### src/rtl/vedic_divider_digit_serial.sv
// Digit-serial restoring divider: DIGIT quotient bits per cycle, signed/unsigned,
// fixed latency of WIDTH/DIGIT+3 busy cycles with an explicit divide-by-zero flag.
module vedic_divider_digit_serial #(
  parameter int unsigned WIDTH = 32,
  parameter int unsigned DIGIT = 4
) (
  input  logic             clk,
  input  logic             rst_n,
  input  logic             start,
  input  logic             signed_mode,
  input  logic [WIDTH-1:0] dividend,
  input  logic [WIDTH-1:0] divisor,
  output logic [WIDTH-1:0] quotient,
  output logic [WIDTH-1:0] remainder,
  output logic             busy,
  output logic             done,
  output logic             div_by_zero
);

  localparam int unsigned N  = WIDTH / DIGIT;
  localparam int unsigned CW = (N > 1) ? $clog2(N) : 1;
  localparam logic [CW-1:0] CNT_LOAD = CW'(N - 1);

  localparam logic [2:0] S_IDLE  = 3'd0;
  localparam logic [2:0] S_PREP  = 3'd1;
  localparam logic [2:0] S_ITER  = 3'd2;
  localparam logic [2:0] S_FIXUP = 3'd3;
  localparam logic [2:0] S_DONE  = 3'd4;

  logic [2:0]       r_state;
  logic [2:0]       w_state_nxt;

  logic             r_sm;
  logic [WIDTH-1:0] r_raw_a;
  logic [WIDTH-1:0] r_raw_b;
  logic [WIDTH-1:0] r_work;
  logic [WIDTH-1:0] r_dvs;
  logic [WIDTH-1:0] r_rem;
  logic [CW-1:0]    r_cnt;
  logic             r_q_neg;
  logic             r_r_neg;
  logic             r_dz;

  logic [WIDTH-1:0] r_quotient;
  logic [WIDTH-1:0] r_remainder;
  logic             r_busy;
  logic             r_done;
  logic             r_div_by_zero;

  logic             w_a_neg;
  logic             w_b_neg;
  logic [WIDTH-1:0] w_work;
  logic [WIDTH-1:0] w_rem;
  logic [WIDTH:0]   w_pr;
  logic [WIDTH:0]   w_diff;

  assign quotient    = r_quotient;
  assign remainder   = r_remainder;
  assign busy        = r_busy;
  assign done        = r_done;
  assign div_by_zero = r_div_by_zero;

  assign w_a_neg = r_sm & r_raw_a[WIDTH-1];
  assign w_b_neg = r_sm & r_raw_b[WIDTH-1];

  // State register
  always_ff @(posedge clk) begin
    if (!rst_n) r_state <= S_IDLE;
    else        r_state <= w_state_nxt;
  end

  // Next-state logic
  always_comb begin
    w_state_nxt = r_state;
    case (r_state)
      S_IDLE:  if (start) w_state_nxt = S_PREP;
      S_PREP:  w_state_nxt = S_ITER;
      S_ITER:  if (r_cnt == '0) w_state_nxt = S_FIXUP;
      S_FIXUP: w_state_nxt = S_DONE;
      S_DONE:  w_state_nxt = S_IDLE;
      default: w_state_nxt = S_IDLE;
    endcase
  end

  // DIGIT unrolled restoring stages; quotient bits shift into the dividend register
  always_comb begin
    w_rem  = r_rem;
    w_work = r_work;
    w_pr   = '0;
    w_diff = '0;
    for (int i = 0; i < int'(DIGIT); i++) begin
      w_pr   = {w_rem, w_work[WIDTH-1]};
      w_diff = w_pr - {1'b0, r_dvs};
      w_work = {w_work[WIDTH-2:0], ~w_diff[WIDTH]};
      if (!w_diff[WIDTH]) w_rem = w_diff[WIDTH-1:0];
      else                w_rem = w_pr[WIDTH-1:0];
    end
  end

  // Operand capture, iteration datapath and result registers
  always_ff @(posedge clk) begin
    if (!rst_n) begin
      r_sm          <= 1'b0;
      r_raw_a       <= '0;
      r_raw_b       <= '0;
      r_work        <= '0;
      r_dvs         <= '0;
      r_rem         <= '0;
      r_cnt         <= '0;
      r_q_neg       <= 1'b0;
      r_r_neg       <= 1'b0;
      r_dz          <= 1'b0;
      r_quotient    <= '0;
      r_remainder   <= '0;
      r_busy        <= 1'b0;
      r_done        <= 1'b0;
      r_div_by_zero <= 1'b0;
    end else begin
      r_busy <= (w_state_nxt != S_IDLE);
      r_done <= (w_state_nxt == S_DONE);
      case (r_state)
        S_IDLE: begin
          if (start) begin
            r_raw_a <= dividend;
            r_raw_b <= divisor;
            r_sm    <= signed_mode;
          end
        end
        S_PREP: begin
          r_work  <= w_a_neg ? -r_raw_a : r_raw_a;
          r_dvs   <= w_b_neg ? -r_raw_b : r_raw_b;
          r_q_neg <= w_a_neg ^ w_b_neg;
          r_r_neg <= w_a_neg;
          r_dz    <= (r_raw_b == '0);
          r_rem   <= '0;
          r_cnt   <= CNT_LOAD;
        end
        S_ITER: begin
          r_work <= w_work;
          r_rem  <= w_rem;
          r_cnt  <= r_cnt - CW'(1);
        end
        S_FIXUP: begin
          // A zero divisor discards the iteration result entirely
          if (r_dz) begin
            r_quotient  <= '1;
            r_remainder <= r_raw_a;
          end else begin
            r_quotient  <= r_q_neg ? -r_work : r_work;
            r_remainder <= r_r_neg ? -r_rem  : r_rem;
          end
          r_div_by_zero <= r_dz;
        end
        default: ;
      endcase
    end
  end

endmodule

### config.mk
export PLATFORM = sky130hd
export DESIGN_NAME = vedic_divider_digit_serial
export DESIGN_NICKNAME = d
export VERILOG_FILES = /design/src/rtl/vedic_divider_digit_serial.sv
export SDC_FILE = /design/constraint.sdc
export NUM_CORES = 1
export LEC_CHECK = 0
export BUFFER_PORTS_ARGS = -buffer_cell sky130_fd_sc_hd__buf_2
export CORE_MARGIN = 10
export CORE_UTILIZATION = 30
export DETAILED_ROUTE_END_ITERATION = 10
export SLEW_MARGIN = 30
export SYNTH_ARGS = -nofsm -noshare
export SYNTH_HDL_FRONTEND = slang
export SYNTH_SLANG_ARGS = --single-unit
### constraint.sdc
create_clock -name clk -period 33.7 [get_ports clk]
set_input_delay 3.37 -clock clk [delete_from_list [all_inputs] [get_ports clk]]
set_output_delay 3.37 -clock clk [all_outputs]
set_load 0.01 [all_outputs]
==> results of run 1 <==
[flip-flops by register name, summed over array words and instances (netlist names), 3 cells and up]
name	flops
r_raw_a	32
r_raw_b	32
r_rem	32
r_dvs	32
r_cnt	3
remainder	32
r_work	32
r_state	3
quotient	32
[through the flow]
stage / setup WS [ps] / util [%] / area [µm²] / instances / hold slack (ps)
floorplan: 21840 / - / 18690 / 2482 / 431.9
global placement: 18680 / 32.53 / 20070 / 3350 / 443.1
detailed placement: 19060 / 32.54 / 20080 / 3351 / 444.9
CTS: 18950 / 34.12 / 21060 / 3396 / 452.6
global route: 17680 / 34.12 / 21060 / 3396 / 471.9
finish: 18670 / 34.13 / 21060 / 3397 / 452.2
[worst reg2reg max path: cells and delay by family (launching register included)]
family,cells,cell delay (ps)
AOI/OAI and AO/OA,27,7730
xor gates and xnor gates,1,390
adders and majority gates,4,1750
buffers and inverters,5,1870
DFF,1,430
muxes,4,1300
and+or+nand+nor,8,1500
[path summary, 6_finish.rpt]
kind	slack (ps)	endpoint	startpoint	cells past startpoint
setup reg to reg	18670	r_rem[30]	r_dvs[1]	49
hold / removal	450	remainder[5]	remainder[5]	2
setup / recovery	18670	r_rem[30]	r_dvs[1]	49
hold reg to reg	450	remainder[5]	remainder[5]	2
[placed cells by master, fill, tap and decap left out, types with 13 or more instances in the layout]
cell and count:
nand2_1 415, a21oi_1 308, dfxtp_1 234, o21ai_0 176, ha_1 134, buf_2 134
nor2_1 128, xor2_1 114, xnor2_1 106, inv_1 99, a21o_1 54, mux2_2 48
mux2i_1 46, a211oi_1 37, o21ai_1 31, o31ai_1 29, clkbuf_16 29, o21bai_1 27
or3_1 25, nor3_1 24, nand2b_1 22, nand3_1 21, and3_1 20, nor2b_1 20
buf_4 20, or4_1 19, a221oi_1 19, a22oi_1 19, o41ai_1 15, o21a_1 14
nand4_1 13
[cell families (layout without fill, tap and decap cells)]
kind of cell / Yosys count / count (layout) / synth area share, %
and+or+nand+nor: 761 / 761 / 18.42
AOI/OAI and AO/OA: 807 / 807 / 26.31
other: 0 / 1 / 0
buffers and inverters: 225 / 302 / 4.826
adders and majority gates: 138 / 138 / 9.398
xor gates and xnor gates: 220 / 220 / 10.31
DFF: 237 / 237 / 25.38
muxes: 94 / 94 / 5.355
[per-layer routing]
| layer | wire, µm | track usage (%) | part of all wire, % | vias to the layer above |
|---|---|---|---|---|
| met5 | 13 | 0 | 0.021 | - |
| li1 | - | - | - | 8986 |
| met2 | 28210 | 27.00 | 46 | 446 |
| met4 | 2026 | 5.115 | 3.3 | 2 |
| met3 | 3497 | 2.452 | 5.7 | 112 |
| met1 | 27580 | 20.96 | 45 | 8370 |
[final cells by class]
class	instances	area (µm²)	share of cell area [%]
repair buffers	155	832.0	3.951
flip-flops and latches	237	4748	22.55
clock buffers	38	809.5	3.844
multi-input cells	2020	13070	62.06
clock inverters	7	163.9	0.7782
well taps	837	1047	4.972
inverters	102	387.9	1.842
diodes	1	2.502	0.01188
==> metrics.md, run 1 <==
| Metric | Value |
|---|---|
| Max-Cap Viols | `0` |
| Cts hold-fix bufs | `0` |
| Die height | `~270 µm` |
| Period minus WS final | `around 15000 ps` |
| Fill count | `6673` |
| Cell variety after synth | `78` |
| Post-Synthesis Cells | `roughly 2500` |
| Final period util | `between 40% and 50%` |
| Prevailing post-synth register cell | `dfxtp_1` |
| Most frequent CP cell | `o21ai_0` |
| DR vias/cell | `5.274` |
| Fin Clk Skew | `17.79 ps` |
| Reg clk slew, reported paths | `roughly 60 ps` |
| Layout cells sized above 1 | `10.82%` |
| Row count | `between 90 and 100` |
| Number of DRC markers in iteration 0 | `about 1600` |
| Global-route wire length before repair | `around 97000 µm` |
| Required time worst endpoint | `around 34000 ps` |
| Die ar. | `approximately 73000 µm²` |
| Setup bufs post-CTS | `0` |
| Post-synthesis sequential area ratio | `about a quarter` |
| Critical path class | `flop to flop` |
| Total GRT Usage | `roughly 16%` |
| Syn_nets | `approximately 2700` |
| Unrepaired setup endpoints after global routing | `no` |
| Post-route ant nets | `0` |
| Status | `completed` |
| Routed length per instance | `roughly 18 µm` |
| Worst Path Arrival | `around 16000 ps` |
| Initial antenna violation count | `4` |
| Skew-Pair Late Insertion Delay | `about 570 ps` |
| Asr flop ratio synth | `0%` |
| Setup tns final | `0 ps` |
| Slew Limit Headroom | `a little over two fifths` |
| Boundary Pins | `between 100 and 150` |
| Synth top area share | `25.38%` |
| Largest net degree at the start of global routing | `roughly 110` |
| DRC | `0` |
| Gr ovfl total | `0` |
| Mapped Avg Cell Area | `between 7 and 8 µm²` |
| Total core area | `61710 µm²` |
| Fin nets | `2751` |
| Resized cells post-CTS | `0` |
| Drt first pass iters | `5` |
| Max-slew violation count | `0` |
| CP max stage delay | `roughly 640 ps` |
| Seq cells post-synth | `roughly 240` |
| CP Max Fanout | `46` |
| # setup viols final | `0` |
| WL final | `roughly 61000 µm` |
| Vias | `roughly 18000` |
| Num CTS Buffers | `29` |
| Top delay family on crit path | `compound AO/OA/AOI/OAI gates` |
| Vias in the first global route | `approximately 17000` |
| CTS tree | `yes` |
| Root Buffer | `clkbuf_16` |
| Leading post-synthesis cells by cell area | `dfxtp_1 25%, ha_1 9.0%, nand2_1 8.3%, a21oi_1 8.2%, xor2_1 5.3%` |
| CTS Sinks | `approximately 240` |
| Synth top cells by count | `415 x nand2_1, 308 x a21oi_1, 237 x dfxtp_1, 176 x o21ai_0, 134 x ha_1` |
| Slew @ Worst Pin | `between 800 and 900 ps` |
| WP buf/inv | `5` |
| Achievable Freq | `about 67 MHz` |
| Ys Warns | `0` |
| Top-count cell post-synth | `nand2_1` |
| Initial Utilization | `just over 30%` |
| Top cell type by total area after synthesis | `dfxtp_1` |
| Clk buf depth | `3` |
| EDFF count, synth | `0` |
| Port Buffers | `134` |
| HPWL Detailed | `approximately 47000 µm` |
| Hold Fails Final Rpt | `0` |
| Critical path startpoint category | `flop` |
| Routability congestion estimate | `0.9267` |
| Slowest cell on crit path | `o31ai_1` |
| P&R area growth vs syn | `12.68%` |
| H-tree levels | `1` |
| Synth Cell Area | `around 19000 µm²` |
| Worst hold path type | `flop to flop` |
| Worst setup EP type | `flop` |
| Horiz. Die Dim | `between 200 and 300 µm` |
Power of run 1 is not shown: default switching activity piles up to over one toggle a cycle in this logic, so the estimate is an artifact.
==> run 2, diff against run 1 <==
clock period = 15.6 ns   (was 33.7 ns; I/O delays follow)
==> metrics.md, run 2 (same netlist as run 1, synthesis figures left out) <==
| Metric | Value |
|---|---|
| CTS tree | `yes` |
| Gr ovfl total | `0 (unchanged)` |
| Cts hold-fix bufs | `0 (unchanged)` |
| Period minus WS final | `14190 ps (-840.7 ps)` |
| CP Max Fanout | `35 (-24%)` |
| DR vias/cell | `5.277 (about the same)` |
| Resized cells post-CTS | `0 (unchanged)` |
| Largest net degree at the start of global routing | `113 (unchanged)` |
| Routability congestion estimate | `0.9235 (-0.35%)` |
| Row count | `91 (unchanged)` |
| # setup viols final | `0 (unchanged)` |
| Vias | `17983 (+0.37%)` |
| Most frequent CP cell | `o21ai_0` |
| Fin cells | `3408 (+0.32%)` |
| Unrepaired setup endpoints after global routing | `no` |
| Fin Clk Skew | `28.13 ps (+10.34 ps)` |
| Final period util | `90.96% (+46 points)` |
| Inst Count DP | `3356 (+0.15%)` |
| WP buf/inv | `4 (-1)` |
| Drt first pass iters | `5 (unchanged)` |
| Die ar. | `72690 µm² (unchanged)` |
| Boundary Pins | `135 (unchanged)` |
| Routed length per instance | `18.07 µm (about the same)` |
| Vias in the first global route | `17180 (+0.97%)` |
| DRC | `0 (unchanged)` |
| Number of DRC markers in iteration 0 | `1213 (-26%)` |
| Port Buffers | `134 (unchanged)` |
| Num CTS Buffers | `29 (unchanged)` |
| Worst hold path type | `flop to flop` |
| Critical path depth in cells | `48 (-2.0%)` |
| Critical path startpoint category | `flop` |
| Initial antenna violation count | `2 (-2)` |
| Top delay family on crit path | `compound AO/OA/AOI/OAI gates` |
| Global-route wire length before repair | `96680 µm (-0.14%)` |
| Worst Reg-to-Reg Cells | `48 (-2.0%)` |
| Setup bufs post-CTS | `0 (unchanged)` |
| Worst Path Arrival | `14630 ps (-880 ps)` |
| Setup tns final | `0 ps (unchanged)` |
| Total GRT Usage | `16.15% (about the same)` |
| Initial Utilization | `30.29% (unchanged)` |
| Achievable Freq | `70.47 MHz (+5.9%)` |
| Skew-Pair Late Insertion Delay | `600 ps (+30 ps)` |
| CTS Sinks | `237 (unchanged)` |
| Max-Cap Viols | `0 (unchanged)` |
| Reg clk slew, reported paths | `60 ps (about the same)` |
| Status | `completed` |
| H-tree levels | `1 (unchanged)` |
| Clk buf depth | `3 (unchanged)` |
| Root Buffer | `clkbuf_16` |
| Total core area | `61710 µm² (unchanged)` |
| Critical path class | `flop to flop` |
| Layout cells sized above 1 | `11.21% (+0.38 points)` |
| Max-slew violation count | `0 (unchanged)` |
| Most frequent cells in the layout | `415 x nand2_1, 308 x a21oi_1, 234 x dfxtp_1, 176 x o21ai_0` |
| CP max stage delay | `600 ps (-40 ps)` |
| Horiz. Die Dim | `269.6 µm (unchanged)` |
| Fin nets | `2757 (+0.22%)` |
| Post-route ant nets | `0 (unchanged)` |
| Hold Fails Final Rpt | `0 (unchanged)` |
| Slew Limit Headroom | `42.33% (+0.22 points)` |
| Die height | `269.6 µm (unchanged)` |
| Worst setup EP type | `flop` |
| Required time worst endpoint | `16040 ps (-18140 ps)` |
| P&R area growth vs syn | `12.85%` |
| Hold Path Stages | `2 (unchanged)` |
| HPWL Detailed | `47660 µm (+0.88%)` |
| Slew @ Worst Pin | `865.0 ps (-3.289 ps)` |
| Slowest cell on crit path | `nor2_2` |
| Utilization after layout | `34.18% (+0.053 points)` |
| WL final | `61570 µm (+0.40%)` |
| Commonest non-fill, non-tap cell in the layout | `nand2_1` |
run 2: cell types whose count changed in the layout (fill, tap and decap cells not counted), sizes merged:
cell | previous run | this run
buf | 155 | 161
bufinv | 5 | 1
clkbuf | 38 | 42
clkinv | 1 | 3
clkinvlp | 0 | 3
run 2: worst paths after layout:
check | startpoint | end | slack (ps)
max | r_dvs[1] | r_rem[21] | 1410
min | remainder[1] | remainder[1] | 450
max reg2reg | r_dvs[1] | r_rem[21] | 1410
min reg2reg | remainder[1] | remainder[1] | 450
run 2: per-stage QoR:
step | worst slack (ps) | hold slack, ps | instance area (µm²)
6_report | 1411 | 450.8 | 21090
2_1_floorplan | 3741 | 431.9 | 18690
3_3_place_gp | 1509 | 440.9 | 20130
4_1_cts | 1339 | 453.8 | 21080
3_5_place_dp | 1367 | 445.8 | 20140
5_1_grt | 283.6 | 469.8 | 21090
run 2: final cells by class:
cell class / instances / area, µm²
inverters: 102 / 387.9
clock inverters: 8 / 87.58
fillers: 6626 / 40620
clock buffers: 42 / 854.6
repair buffers: 161 / 889.6
well taps: 837 / 1047
flip-flops and latches: 237 / 4748
diodes: 1 / 2.502
multi-input cells: 2020 / 13080
run 2: per-layer routing:
layer / share of wire [%] / global-route usage (%)
met1: 45 / 20.59
met2: 46 / 27.26
met3: 5.4 / 2.797
met4: 3.3 / 5.086
met5: 0.021 / 0
run 2: worst register-to-register path: cells and delay by family, from the launching register on:
kind	cells	cell delay, ps
adder cells (fa/ha/maj)	4	1740
AO/OA/AOI/OAI	28	7640
multiplexers	4	1580
buffers and inverters	4	890
AND/OR/NAND/NOR	7	1420
flip-flops	1	420
XOR/XNOR	1	390
Power of run 2 is left out for the same reason.
